$ cat config.mk
export PLATFORM = sky130hd
export DESIGN_NAME = chess_turn_clock
export DESIGN_NICKNAME = d
export VERILOG_FILES = /design/src/rtl/chess_turn_clock.sv
export SDC_FILE = /design/constraint.sdc
export NUM_CORES = 1
export LEC_CHECK = 0
export ABC_AREA = 1
export ABC_CLOCK_PERIOD_IN_PS = 2140
export BUFFER_PORTS_ARGS = -buffer_cell sky130_fd_sc_hd__buf_4
export CAP_MARGIN = 20
export CORE_MARGIN = 1.5
export CORE_UTILIZATION = 42
export CTS_BUF_LIST = sky130_fd_sc_hd__clkbuf_16
export CTS_CLUSTER_DIAMETER = 50
export CTS_CLUSTER_SIZE = 40
export DETAILED_ROUTE_END_ITERATION = 7
export MAX_ROUTING_LAYER = met4
export PLACE_DENSITY = 0.68
export SLEW_MARGIN = 40
export SYNTH_ARGS = -nofsm -noshare
export SYNTH_HDL_FRONTEND = slang
export SYNTH_SLANG_ARGS = --single-unit
$ cat constraint.sdc
create_clock -name clk -period 2.14 [get_ports clk]
set_clock_uncertainty 0.05 [all_clocks]
set_input_delay 0.428 -clock clk [delete_from_list [all_inputs] [get_ports clk]]
set_output_delay 0.428 -clock clk [all_outputs]
set_load 0.05 [all_outputs]
$ cat src/rtl/chess_turn_clock.sv
// rtl/chess_turn_clock.sv - two-player chess clock with turn switching, Fischer increment and flag fall
//
// Ports:
//   clk            system clock
//   reset_n        asynchronous active-low reset
//   load           pulse: preset both clocks from mode_sel, go to READY
//   mode_sel[1:0]  time control: 0=6000, 1=18000, 2=60000, 3=180000 centiseconds
//   start          pulse: begin play with white to move
//   pause          level: freeze the running clock while high
//   move_done      pulse: side to move completed a legal move
//   white_cs[17:0] white remaining centiseconds
//   black_cs[17:0] black remaining centiseconds
//   active_player  0 = white to move, 1 = black to move
//   running        high while in RUN
//   time_up_white  sticky: white flag fell
//   time_up_black  sticky: black flag fell
//   game_over      high while in OVER
module chess_turn_clock #(
    parameter int CLK_FREQ_HZ = 50_000_000,
    parameter int TICK_HZ     = 100,
    parameter int INC_CS      = 0
) (
    input  logic        clk,
    input  logic        reset_n,
    input  logic        load,
    input  logic [1:0]  mode_sel,
    input  logic        start,
    input  logic        pause,
    input  logic        move_done,
    output logic [17:0] white_cs,
    output logic [17:0] black_cs,
    output logic        active_player,
    output logic        running,
    output logic        time_up_white,
    output logic        time_up_black,
    output logic        game_over
);

    localparam int DIV = CLK_FREQ_HZ / TICK_HZ;
    localparam int DW  = (DIV > 1) ? $clog2(DIV) : 1;
    localparam logic [DW-1:0] DIV_LAST = DW'(DIV - 1);
    localparam logic [18:0]   INC19    = 19'(INC_CS);

    typedef enum logic [2:0] {
        S_IDLE   = 3'd0,
        S_READY  = 3'd1,
        S_RUN    = 3'd2,
        S_PAUSED = 3'd3,
        S_OVER   = 3'd4
    } state_t;

    state_t         state, state_n;
    logic [DW-1:0]  div_q, div_n;
    logic [17:0]    white_n, black_n;
    logic           ap_n, tuw_n, tub_n;

    logic           tick;
    logic [17:0]    active_cs;
    logic [17:0]    after_tick;
    logic [18:0]    inc_sum;
    logic [17:0]    inc_sat;

    function automatic logic [17:0] preset(input logic [1:0] m);
        case (m)
            2'd0:    preset = 18'd6000;
            2'd1:    preset = 18'd18000;
            2'd2:    preset = 18'd60000;
            default: preset = 18'd180000;
        endcase
    endfunction

    // Datapath helpers for the side to move. The decrement is taken before
    // the increment so a move landing on a tick nets clock - 1 + INC.
    always_comb begin
        tick       = (state == S_RUN) && (div_q == DIV_LAST);
        active_cs  = active_player ? black_cs : white_cs;
        after_tick = (tick && (active_cs != 18'd0)) ? active_cs - 18'd1 : active_cs;
        inc_sum    = {1'b0, after_tick} + INC19;
        inc_sat    = inc_sum[18] ? 18'h3FFFF : inc_sum[17:0];
    end

    always_comb begin
        state_n = state;
        div_n   = div_q;
        white_n = white_cs;
        black_n = black_cs;
        ap_n    = active_player;
        tuw_n   = time_up_white;
        tub_n   = time_up_black;

        if (load) begin
            state_n = S_READY;
            div_n   = '0;
            white_n = preset(mode_sel);
            black_n = preset(mode_sel);
            ap_n    = 1'b0;
            tuw_n   = 1'b0;
            tub_n   = 1'b0;
        end else begin
            case (state)
                S_READY: begin
                    if (start) state_n = pause ? S_PAUSED : S_RUN;
                end
                S_RUN: begin
                    div_n = tick ? '0 : div_q + DW'(1);
                    if (active_player) black_n = after_tick;
                    else               white_n = after_tick;

                    if (tick && (active_cs == 18'd1)) begin
                        // Flag fall beats any coincident move.
                        state_n = S_OVER;
                        if (active_player) tub_n = 1'b1;
                        else               tuw_n = 1'b1;
                    end else begin
                        if (move_done) begin
                            ap_n  = ~active_player;
                            div_n = '0;
                            if (active_player) black_n = inc_sat;
                            else               white_n = inc_sat;
                        end
                        if (pause) state_n = S_PAUSED;
                    end
                end
                S_PAUSED: begin
                    if (!pause) state_n = S_RUN;
                end
                default: ;
            endcase
        end
    end

    always_ff @(posedge clk or negedge reset_n) begin
        if (!reset_n) begin
            state         <= S_IDLE;
            div_q         <= '0;
            white_cs      <= '0;
            black_cs      <= '0;
            active_player <= 1'b0;
            time_up_white <= 1'b0;
            time_up_black <= 1'b0;
            running       <= 1'b0;
            game_over     <= 1'b0;
        end else begin
            state         <= state_n;
            div_q         <= div_n;
            white_cs      <= white_n;
            black_cs      <= black_n;
            active_player <= ap_n;
            time_up_white <= tuw_n;
            time_up_black <= tub_n;
            running       <= (state_n == S_RUN);
            game_over     <= (state_n == S_OVER);
        end
    end

endmodule

Yosys cells after proc, flatten, opt, wreduce, memory -nomap -nowiden
Cells that the tools add are included.
- add/sub/neg operators: 2
- $mul: 0
- div/mod/pow operators: 0
- $lt $le $gt $ge: 0
- equality and inequality tests: 11
- shifts and indexed selects: 0
- muxes and demuxes: 39
- bitwise logic cells: 1
- reductions and logical operators: 12
- operators by type and width (operator ; count):
    $mux 18 ; 14
    $mux 19 ; 5
    $pmux 18 s3 ; 1
    $add 19x1->19 const B ; 1
    $eq 19x19->1 const B ; 1
    $eq 18x1->1 const B ; 1
    $reduce_bool 18->1 ; 1
    $sub 18x1->18 const B ; 1
    $mux 3 ; 5
    $mux 1 ; 13
    $eq 3x2->1 const B ; 3
    $pmux 3 s3 ; 1
    $reduce_and 3->1 ; 3
    $reduce_bool 2->1 ; 4
    $ne 2x2->1 const B ; 2
    $eq 3x1->1 const B ; 1
    $eq 3x3->1 const B ; 1
    $logic_and 1x1->1 ; 3
    $eq 2x1->1 const B ; 1
    $eq 2x2->1 const B ; 1
    $logic_not 2->1 ; 1
    $not 1->1 ; 1
- bits in registers: 63
- bits in latches: 0
- memory bits (writable): 0
- memory bits (read-only): 0
- input bits: 8
- logic and storage cells: 74
- memories: 0

Longest topological paths before layout
- depth after elaboration: 10
- gate-level depth with buffers: 16
- gate-level depth less buffers: 14

Worst setup path before layout
OpenSTA, ideal clock, no wires.
- kind: flip-flop to flip-flop
- from: reg active_player
- to: reg black_cs[9]
- data arrival time: 2.293 ns
- required time: 1.973 ns
- setup slack: -0.320 ns
- stages on the path, launching flop included: 16
- path buffers: 3
- cell sequence: dfrtp_1 buf_6 buf_6 nand2_1 o21ai_2 ha_1 nand2_1 nor2_4 nand3_4 nand2_4 inv_2 buf_6 nand2_1 nand3_1 o21ai_1 inv_2
- longest elaborated chain between the ends: 10
- RTL lines (item ; line ; RTL):
    from (decl) ; 32 ; output logic active_player,
    from (signal assigned) ; 148 ; active_player <= ap_n;
    parallel branches: the longest is 7 deep, another holds $sub 18x1->18 ; n/a ;
    $mux 18 * ; 109 ; if (tick && (active_cs == 18'd1)) begin
    $mux 18 * ; 100 ; case (state)
    $mux 18 * ; 91 ; if (load) begin
    to (signal assigned) ; 147 ; black_cs <= black_n;
    to (decl) ; 31 ; output logic [17:0] black_cs,
Mark *: on every way between the ends. The select of a mux whose other input is x is not followed.
A chain may end at the register's enable or synchronous reset.

==> reports/results.ini <==
[yosys]
synth.top_cell.area_share = 0.372
netlist_area_mm2 = 0.00424
synthArstFlopShare = 1.00
syn_nets = 647
synth_area_leaders = dfrtp_1, nand2_1, nor2_1
netlist.top_cell.by_area = dfrtp_1
synth_area_per_cell_um2 = 6.72
synth-seq-cells = 63
synth_top_flop_cell = dfrtp_1
ys_seq_area_frac = 0.372
synth_cell_types = 36
synth-edff-count = 0
yosys.cell_count.top_type = nand2_1
synthCells = 631
synthTopCellsByCount = nand2_1, nor2_1, inv_1
yosysWarnings = 0

[critical_path]
cpMostUsedCell = nor2_1
end_kind = flop
crit_type = flop to flop
cp_cell_sequence = inv_4, buf_12, buf_8, buf_4, nor2_1, buf_6, nor2_4, inv_1, nor2_1, a21oi_1
crit_fanout = 12
arrival_ns = 2.25
critPathRequiredTime_ns = 2.29
cp-start-kind = flop
crit_slowest_cell = dfrtp_2
slowest_delay_ns = 0.45

[floorplan]
die_width_um = 103
die_h_um = 103
rows = 36
core_mm2 = 0.00977
initial_utilization = 0.434
die-area_mm2 = 0.0107
ios = 49

[timing]
maxSlewHeadroom = 0.623
setup_violations = 0
finalHoldViolCount = 0
fmax_ghz = 0.477
tns_ns = 0
period_needed_ns = 2.10
maxSlewViolCount = 0
finalCritPeriodShare = 0.980
rsz0062_at_grt = true
tightestPinTransition_ns = 0.566

[place]
port_buffers = 48
gp_congestion = 0.967
dp_hpwl_mm = 9.54
placedCellCount = 832

[grt]
grt_max_degree = 42
grt_pass1_wl_mm = 20.0
antenna_found_initial = 0
first_global_vias = 4123
gr-total-overflow = 0
grtUsageTotal = 0.256

[routing]
vias_per_cell = 5.08
routedWlPerCell_um = 14.8
drc = 0
ant_nets = 0
dr_total_vias = 4378
postRouteWirelength_mm = 12.8
drt_iter0_markers = 212
dr.pass1.iters = 6

[clock_tree]
cts.clk_slew.worst_paths_ns = 0.06
cts_tree = yes
ctsLongestPathBuffers = 2
cts_buffers = 9
clock_sinks = 63
clockRootBuffer = clkbuf_16
htree_levels = 3
clk_latency_ns = 0.34

[finish]
area_growth_pct = 33.0
nets = 740
fill_cells = 943
drive_gt1_frac = 0.259
stdcell_count = 862
antenna_cells = 0

[job]
max_cap_violations = 0

[run_status]
status = finished, final reports clean

[power_and_ir_drop]
power_leakage_nw = 2.77
powerDensity_mw_per_mm2 = 832
max-vdd-ir-drop_v = 0.000440

[min_path]
hold_path.class = input pin to async pin

## per-layer routing
layer / GRT usage / share of wire
met5: - / 0
met4: 0.0988 / 0.018
met3: 0.0517 / 0.046
met2: 0.396 / 0.47
met1: 0.331 / 0.47
## final timing paths
kind,from,to,slack (ns),depth (start not counted)
hold reg to reg,time_up_black$_DFFE_PN0P_,time_up_black$_DFFE_PN0P_,0.44,2
setup reg to reg,active_player$_DFFE_PN0P_,flop,0.04,10
min in group clk,load,state[2]$_DFF_PN0_,0.31,2
max in group asynchronous,reset_n,state[0]$_DFF_PN0_,1.48,2
hold / removal,reset_n,black_cs[0]$_DFFE_PN0P_,0.04,1
setup / recovery,active_player$_DFFE_PN0P_,flop,0.04,10
## worst max-delay path, delay by kind of cell, from the launching register on
kind	cells	cell delay (ns)
AO/OA/AOI/OAI	1	0.13
AND/OR/NAND/NOR	3	0.54
flip-flops	1	0.45
buffers and inverters	6	0.79
## placed cells by master, fill, tap and decap left out, types with 3 or more instances in the layout
| cell type | n |
|---|---|
| a21oi_1 | 21 |
| a21oi_2 | 7 |
| buf_12 | 4 |
| buf_4 | 88 |
| buf_6 | 3 |
| bufinv_16 | 3 |
| clkbuf_16 | 10 |
| dfrtp_1 | 61 |
| ha_1 | 7 |
| inv_1 | 85 |
| inv_2 | 7 |
| nand2_1 | 167 |
| nand2_2 | 21 |
| nand2_4 | 6 |
| nand3_1 | 32 |
| nand3_2 | 4 |
| nand4_1 | 12 |
| nor2_1 | 82 |
| nor2_2 | 14 |
| nor2_4 | 6 |
| nor3_1 | 15 |
| o21ai_0 | 15 |
| o21ai_1 | 9 |
| o21ai_2 | 3 |
| o22ai_1 | 8 |
| xor2_1 | 14 |
## kinds of logic after synthesis
family	share of synthesized area
AND/OR/NAND/NOR	0.372
buffers and inverters	0.109
AO/OA/AOI/OAI	0.0926
flip-flops	0.372
XOR/XNOR	0.0310
adder cells (fa/ha/maj)	0.0236
## area by class of cell
| cell class | instances | area [um^2] | share of cell area |
|---|---|---|---|
| sequential | 63 | 1580 | 0.280 |
| inverter | 94 | 358 | 0.0634 |
| clock buffer | 9 | 225 | 0.0399 |
| timing repair buffer | 97 | 815 | 0.144 |
| clock inverter | 7 | 111 | 0.0197 |
| tap | 133 | 166 | 0.0295 |
| multi-input combinational | 459 | 2390 | 0.423 |
## repair_timing
action | CTS | global route
gates resized for setup | 1 | 53
cloned | 0 | 1
hold buffers | 0 | 0
buffers inserted | 0 | 13
pin swaps | 0 | 12
endpoints found under the hold margin | 0 | 0
setup endpoints to repair | 1 | 40
## through the flow
stage / area [um^2] / setup slack, ns / hold WS (ns) / power [mW] / utilization
3_5_place_dp: 4990 / 0.0124 / 0.416 / 2.90 / 0.511
5_1_grt: 5640 / -0.0574 / 0.0881 / 4.93 / 0.577
4_1_cts: 5340 / 0.0385 / 0.0568 / 4.59 / 0.546
6_report: 5640 / 0.0422 / 0.0395 / 4.69 / 0.577
2_1_floorplan: 4280 / -0.0466 / 0.0824 / 2.41 / -
3_3_place_gp: 4990 / 0.0495 / 0.405 / 2.89 / 0.511
## power by group
part | total, mW | switching, mW | internal (mW) | leakage [nW]
sequential | 1.41 | 0.111 | 1.30 | 0.800
clock | 1.68 | 0.547 | 1.13 | 0.164
combinational | 1.60 | 1.07 | 0.529 | 1.80
total | 4.69 | 1.73 | 2.96 | 2.77
(Power assumes the default switching activity.)
